===== src/rtl/timer_seq_ctrl.sv =====
// Sequencer ahead of an N-bit up/down loadable counter: loads a preset, reloads it at each
// terminal count, and emits tick/wave/done. Optional macro: TIMER_SEQ_CTRL_AUTORESTART_EN.
module timer_seq_ctrl #(
  parameter int unsigned N = 8,
  parameter int unsigned R = 4
) (
  input  logic         clk,
  input  logic         rst,
  input  logic         i_start,
  input  logic         i_abort,
  input  logic         i_mode_up,
  input  logic [N-1:0] i_preset,
  input  logic [R-1:0] i_repeats,
  input  logic         i_cnt_co,
  output logic         o_cnt_ld,
  output logic         o_cnt_en,
  output logic         o_cnt_sel,
  output logic [N-1:0] o_cnt_pin,
  output logic         o_busy,
  output logic         o_tick,
  output logic         o_wave,
  output logic         o_done
);

  typedef enum logic [1:0] {StIdle, StLoad, StCount} state_e;

  state_e       r_state, w_state_d;
  logic [N-1:0] r_preset;
  logic         r_mode;
  logic [R-1:0] r_rem;
  logic         r_tick, r_wave, r_done;
  logic         w_event, w_final, w_accept;
`ifdef TIMER_SEQ_CTRL_AUTORESTART_EN
  logic [R-1:0] r_reps;
`endif

  assign w_accept = (r_state == StIdle) && i_start && !i_abort;

  always_comb begin
    w_state_d = r_state;
    o_cnt_ld  = 1'b0;
    o_cnt_en  = 1'b0;
    w_event   = 1'b0;
    w_final   = 1'b0;
    unique case (r_state)
      StIdle: begin
        if (w_accept) w_state_d = StLoad;
      end
      StLoad: begin
        o_cnt_ld  = 1'b1;
        w_state_d = i_abort ? StIdle : StCount;
      end
      StCount: begin
        // Reload at terminal count instead of letting the counter wrap.
        if (!i_cnt_co) o_cnt_en = 1'b1;
        else if (r_rem != '0) o_cnt_ld = 1'b1;
        if (i_abort) begin
          w_state_d = StIdle;
        end else if (i_cnt_co) begin
          w_event = 1'b1;
          if (r_rem == '0) begin
            w_final = 1'b1;
`ifdef TIMER_SEQ_CTRL_AUTORESTART_EN
            w_state_d = StLoad;
`else
            w_state_d = StIdle;
`endif
          end
        end
      end
      default: w_state_d = StIdle;
    endcase
  end

  always_ff @(posedge clk) begin
    if (rst) begin
      r_state  <= StIdle;
      r_preset <= '0;
      r_mode   <= 1'b0;
      r_rem    <= '0;
      r_tick   <= 1'b0;
      r_wave   <= 1'b0;
      r_done   <= 1'b0;
`ifdef TIMER_SEQ_CTRL_AUTORESTART_EN
      r_reps   <= '0;
`endif
    end else begin
      r_state <= w_state_d;
      r_tick  <= w_event;
      r_done  <= w_final;
      if (w_event) r_wave <= ~r_wave;
      if (w_accept) begin
        r_preset <= i_preset;
        r_mode   <= i_mode_up;
        r_rem    <= i_repeats;
`ifdef TIMER_SEQ_CTRL_AUTORESTART_EN
        r_reps   <= i_repeats;
`endif
      end else if (w_event && !w_final) begin
        r_rem <= r_rem - 1'b1;
      end
`ifdef TIMER_SEQ_CTRL_AUTORESTART_EN
      else if (w_final) begin
        r_rem <= r_reps;
      end
`endif
    end
  end

  assign o_cnt_pin = r_preset;
  assign o_cnt_sel = r_mode;
  assign o_busy    = (r_state != StIdle);
  assign o_tick    = r_tick;
  assign o_wave    = r_wave;
  assign o_done    = r_done;

endmodule


===== config.mk =====
export PLATFORM = sky130hd
export DESIGN_NAME = timer_seq_ctrl
export DESIGN_NICKNAME = d
export VERILOG_FILES = /design/src/rtl/timer_seq_ctrl.sv
export SDC_FILE = /design/constraint.sdc
export NUM_CORES = 1
export LEC_CHECK = 0
export ABC_AREA = 1
export ABC_CLOCK_PERIOD_IN_PS = 2800
export CAP_MARGIN = 20
export CORE_ASPECT_RATIO = 1.4
export CORE_MARGIN = 10
export CORE_UTILIZATION = 45
export CTS_CLUSTER_SIZE = 24
export DETAILED_ROUTE_END_ITERATION = 12
export PLACE_DENSITY = 0.81
export SKIP_CTS_REPAIR_TIMING = 1
export SYNTH_ARGS = -nofsm -noshare
export SYNTH_HDL_FRONTEND = slang
export SYNTH_SLANG_ARGS = --single-unit

===== constraint.sdc =====
create_clock -name clk -period 2.8 [get_ports clk]
set_input_delay 0.7 -clock clk [delete_from_list [all_inputs] [get_ports clk]]
set_output_delay 0.7 -clock clk [all_outputs]
set_load 0.05 [all_outputs]

Word-level counts from Yosys, hierarchy flattened
Index checks and enable logic that the tools add are counted.

Output and inout bits: 15. Word-level logic and storage cells: 45. Bits in registers: 18. Input bits: 18.

Reduce and logical (&&, ||, !) cells: 11. Bitwise gates (word level): 1. $add $sub $neg: 1. Multiplexer cells: 20. Equal/unequal tests: 5.

Operators by type and width (count): 2-to-1 mux 1 bit (11); 2-to-1 mux 2 bit (5); 2-to-1 mux 4 bit (2); inequality test 3 bit, second input constant (2); case mux 2 bit (3 select lines) (1); zero test 4 bit (1); nonzero test 2 bit (2); nonzero test 4 bit (1); subtractor 4 x 1 -> 4 bit, second input constant (1); logical AND 1 bit (3); AND reduction 3 bit (1); == test 2 x 1 -> 1 bit, second input constant (1); == test 2 bit, second input constant (1); zero test 1 bit (2); zero test 2 bit (1); inequality test 2 bit, second input constant (1); case mux 1 bit (2 select lines) (1); NOT 1 bit (1).

Longest topological paths before layout
Depth in word-level cells: 9. Mapped depth: 9.

Least setup slack after synthesis
No wires, ideal clock.

Kind: input port to output port. Start point: input port i_cnt_co. End point: output port o_cnt_en. Cell stages on the path: 1. Path buffers: 0. Data arrival time: 1.354 ns. Required time: 2.100 ns. Setup slack: 0.746 ns. Cell sequence: nor2_1.

Word-level cells in the longest chain between the ends: 2.

Ends and longest elaborated chain: start: declaration (line 14) `input logic i_cnt_co,`; 2-to-1 mux 1 bit (line 55) `if (!i_cnt_co) o_cnt_en = 1'b1;`; 2-to-1 mux 1 bit (line 45) `unique case (r_state)`; end: declaration (line 16) `output logic o_cnt_en,`.

Every way passes these cells.

Final worst setup path
Start point: register r_state[0]. End point: output port o_busy.

Word-level cells in the longest chain between the ends: 1.

Ends and longest elaborated chain: start: declaration (line 27) `state_e r_state, w_state_d;`; start signal: assignment (line 77) `r_state <= StIdle;`; start signal: assignment (line 88) `r_state <= w_state_d;`; nonzero test 2 bit (line 112) `assign o_busy = (r_state != StIdle);`; end: declaration (line 19) `output logic o_busy,`.

Every way passes these cells.

==> results.md <==
* Number of port buffers at 32
* Vias in the first global route at 892
* RSZ-0062 raised after global routing: false
* Number of ports placed on the die boundary at 33
* DPL Wire Length at 1.80 mm
* Residual overflow from global routing at 0
* Maximum net fanout on the critical path at 4
* Warnings, synthesis at 0
* Initial DRC count at 24
* Via total after detailed routing at 872
* Type of the worst setup path: reg2out
* Power Density at 908 mW/mm²
* Hold Vio Cnt, Final at 0
* Area of the die at 0.00424 mm²
* Synth Area in Compound Gates at 11.6%
* Count of antenna diodes in the layout at 0
* Die span in y at 73.2 µm
* CTS tree: done
* Minimum setup slack in the final design at 222 ps
* Area Overhead vs Synth at 41.3%
* Status: finished clean
* Fin crit share at 92.1%
* Share of synthesized cell area in and, or, nand and nor gates at 31.5%
* Clock insertion delay at the later pin of the skew report at 300 ps
* Highest ir drop seen on vdd at 0.630 mV
* Worst-Margin Slew at 508 ps
* Count of placed standard cells in the final layout, fillers left out at 178
* Share of the yosys chip area belonging to registers at 39.7%
* Critical path launch point type: flop
* Worst Path Required at 2100 ps
* Synth unique cells at 22
* Worst hold path cell count at 2
* Worst hold endpoint: o_wave$_SDFFE_PP0P_
* Beginning of the worst hold path: o_wave$_SDFFE_PP0P_
* Initial antenna violation count at 0
* Number of antenna-violating nets in the routed design at 0
* Global-route wire length before repair at 3.91 mm
* Final number of setup-violating endpoints at 0
* Mux contribution to synthesized area at 0%
* Largest family of logic cells by synthesized area: simple AND/OR/NAND/NOR gates
* Worst reg2reg setup slack at 1350 ps
* Worst R2R Start: r_state[0]$_SDFFE_PP0P_
* Number of search-and-repair iterations in the first detailed-routing pass at 4
* Period minus WS final at 2580 ps
* Wire length per cell at 12.4 µm
* Worst clock skew at 9.55 ps
* Kind of end point of the critical path: output port
* Clock sink count at 18
* Arrival time worst endpoint at 1880 ps
* Clock tree root driver cell: sky130_fd_sc_hd__clkbuf_4
* Cell area after synthesis at 908 µm²
* Overall fraction of global-route tracks in use at 11.4%
* Synth Area per Inst at 7.33 µm²
* Count of maximum capacitance violations at 0
* Depth of the CTS H-tree at 1
* Hold Crit Class: reg2reg
* Worst slew slack as a fraction of its limit at 66.0%
* Flops & latches, synth at 18
* Number of design rule violations left after detail routing at 0
* Die width at 58.0 µm
* Pre-CTS WS at 425 ps
* Final Max Tran Viols at 0
* Worst R2R End: r_state[0]$_SDFFE_PP0P_
* Nets at 181
* Number of vias per cell after detailed routing at 4.90
* Maximum number of pins on one net before global-route repair at 16
* Number of buffers inserted during clock tree synthesis at 3
* Core region area at 0.00195 mm²
* Post-Synth Adder-Cell Area at 6.89%
* Fmax at 388 MHz
* Initial standard-cell utilization of the core at 46.6%
* Detailed-route wire length at 2.20 mm
* Synthesized netlist net count at 147
* Lkg Pwr at 0.546 nW
* Clock-pin slew of the registers on the worst-case setup and hold paths at 100 ps
* Ratio of cells with drive above 1 in the final layout at 12.1%
* Placed cell count at 174
* RePlAce Congestion at 0.812
* Max clock buf depth at 2
* Worst Reg2Reg Path Length in Cells at 7
* Row Count at 19
* Sum Neg Setup Slack at 0 ps
* Count of mapped cells out of synthesis at 124
* Share of the synthesized netlist area taken by xor and xnor gates at 0%
[layer usage]
metal / up-vias / global-route usage (%) / share of wire, %
met3: 7 / 5.05 / 11
met4: 0 / 6.28 / 2.6
met2: 33 / 18.9 / 47
met1: 380 / 11.7 / 39
li1: 452 / - / -
met5: - / 0 / 0
[logic make-up after synthesis]
family          count (synthesis)
fa+ha+maj                       5
compound gates                 19
flops                          18
simple gates                   62
buf+inv                        20
[worst max-delay path by stage]
stage	startpoint	endpoint	slack, ps	cells past startpoint
finish	r_state[0]$_SDFFE_PP0P_	o_busy	220	4
global route	r_state[0]$_SDFFE_PP0P_	o_busy	140	4
CTS	r_state[0]$_SDFFE_PP0P_	o_busy	200	4
detailed placement	i_cnt_co	o_cnt_ld	420	5
global placement	i_cnt_co	o_cnt_ld	430	5
floorplan	i_cnt_co	o_cnt_en	750	1
[cell usage after synthesis]
| library cell | number | area (µm²) |
|---|---|---|
| sky130_fd_sc_hd__nand2_2 | 1 | 6.26 |
| sky130_fd_sc_hd__dfxtp_1 | 18 | 360 |
| sky130_fd_sc_hd__nor2_2 | 1 | 6.26 |
| sky130_fd_sc_hd__o21a_1 | 1 | 7.51 |
| sky130_fd_sc_hd__nand3_1 | 3 | 15.0 |
| sky130_fd_sc_hd__or2_1 | 1 | 6.26 |
| sky130_fd_sc_hd__nand4_1 | 1 | 6.26 |
| sky130_fd_sc_hd__o21ai_0 | 15 | 75.1 |
| sky130_fd_sc_hd__nand2_1 | 16 | 60.1 |
| sky130_fd_sc_hd__nand3_2 | 4 | 40.0 |
| sky130_fd_sc_hd__nor2_1 | 33 | 124 |
| sky130_fd_sc_hd__ha_1 | 5 | 62.6 |
| sky130_fd_sc_hd__a21oi_2 | 1 | 8.76 |
| sky130_fd_sc_hd__nand3_4 | 1 | 17.5 |
| sky130_fd_sc_hd__o21ai_2 | 1 | 8.76 |
| sky130_fd_sc_hd__clkbuf_2 | 1 | 5.00 |
| sky130_fd_sc_hd__buf_6 | 2 | 22.5 |
| sky130_fd_sc_hd__inv_2 | 3 | 11.3 |
| sky130_fd_sc_hd__inv_1 | 13 | 48.8 |
| sky130_fd_sc_hd__a21oi_1 | 1 | 5.00 |
| sky130_fd_sc_hd__inv_4 | 1 | 6.26 |
| sky130_fd_sc_hd__nor3_1 | 1 | 5.00 |
[flip-flops by register name, indices dropped and copies added, names as in the netlist]
name / count
o_cnt_pin: 8
r_rem: 4
r_state: 2
o_cnt_sel: 1
o_done: 1
o_tick: 1
o_wave: 1
[metrics by stage]
stage                     power (W)  hold WS (ps)  util (%)  area (µm²)
after floorplan            0.000820           462         -         908
after global placement     0.000990           455      64.0        1250
after detailed placement    0.00102           461      64.0        1250
after CTS                   0.00118           479      65.9        1280
after global routing        0.00126           496      65.9        1280
final                       0.00117           482      65.9        1280
[report_power, final]
group	total (W)	internal (W)	switching [W]
sequential	0.000341	0.000311	0.0000299
clock	0.000158	0.0000794	0.0000790
combinational	0.000667	0.000246	0.000420
[worst max-delay path: stages (launching register included)]
cell	delay (ps)
sky130_fd_sc_hd__dfxtp_1	350
sky130_fd_sc_hd__inv_1	90
sky130_fd_sc_hd__ha_1	270
sky130_fd_sc_hd__inv_1	70
sky130_fd_sc_hd__clkdlybuf4s50_1	800
[placed cells by master (no fill, tap or decap)]
cell type	Yosys	layout
sky130_fd_sc_hd__a21oi_1	1	1
sky130_fd_sc_hd__a21oi_2	1	1
sky130_fd_sc_hd__buf_12	0	2
sky130_fd_sc_hd__clkbuf_4	0	3
sky130_fd_sc_hd__clkbuf_8	0	1
sky130_fd_sc_hd__clkdlybuf4s50_1	0	30
sky130_fd_sc_hd__dfxtp_1	18	18
sky130_fd_sc_hd__ha_1	5	5
sky130_fd_sc_hd__inv_1	13	13
sky130_fd_sc_hd__inv_2	3	3
sky130_fd_sc_hd__inv_4	1	1
sky130_fd_sc_hd__nand2_1	16	16
sky130_fd_sc_hd__nand2_2	1	1
sky130_fd_sc_hd__nand3_1	3	3
sky130_fd_sc_hd__nand3_2	4	4
sky130_fd_sc_hd__nand3_4	1	1
sky130_fd_sc_hd__nand4_1	1	1
sky130_fd_sc_hd__nor2_1	33	33
sky130_fd_sc_hd__nor2_2	1	1
sky130_fd_sc_hd__nor3_1	1	1
sky130_fd_sc_hd__o21a_1	1	1
sky130_fd_sc_hd__o21ai_0	15	15
sky130_fd_sc_hd__o21ai_2	1	1
sky130_fd_sc_hd__or2_1	1	1
[cell type report]
class                           count  area (µm²)
Clock buffer                        4        36.3
Tap cell                           21        26.3
Sequential cell                    18         360
Fill cell                         172         666
Timing Repair Buffer               32         340
Inverter                           17        66.3
Multi-Input combinational cell     86         454
Power figures use the tool's default switching activity.
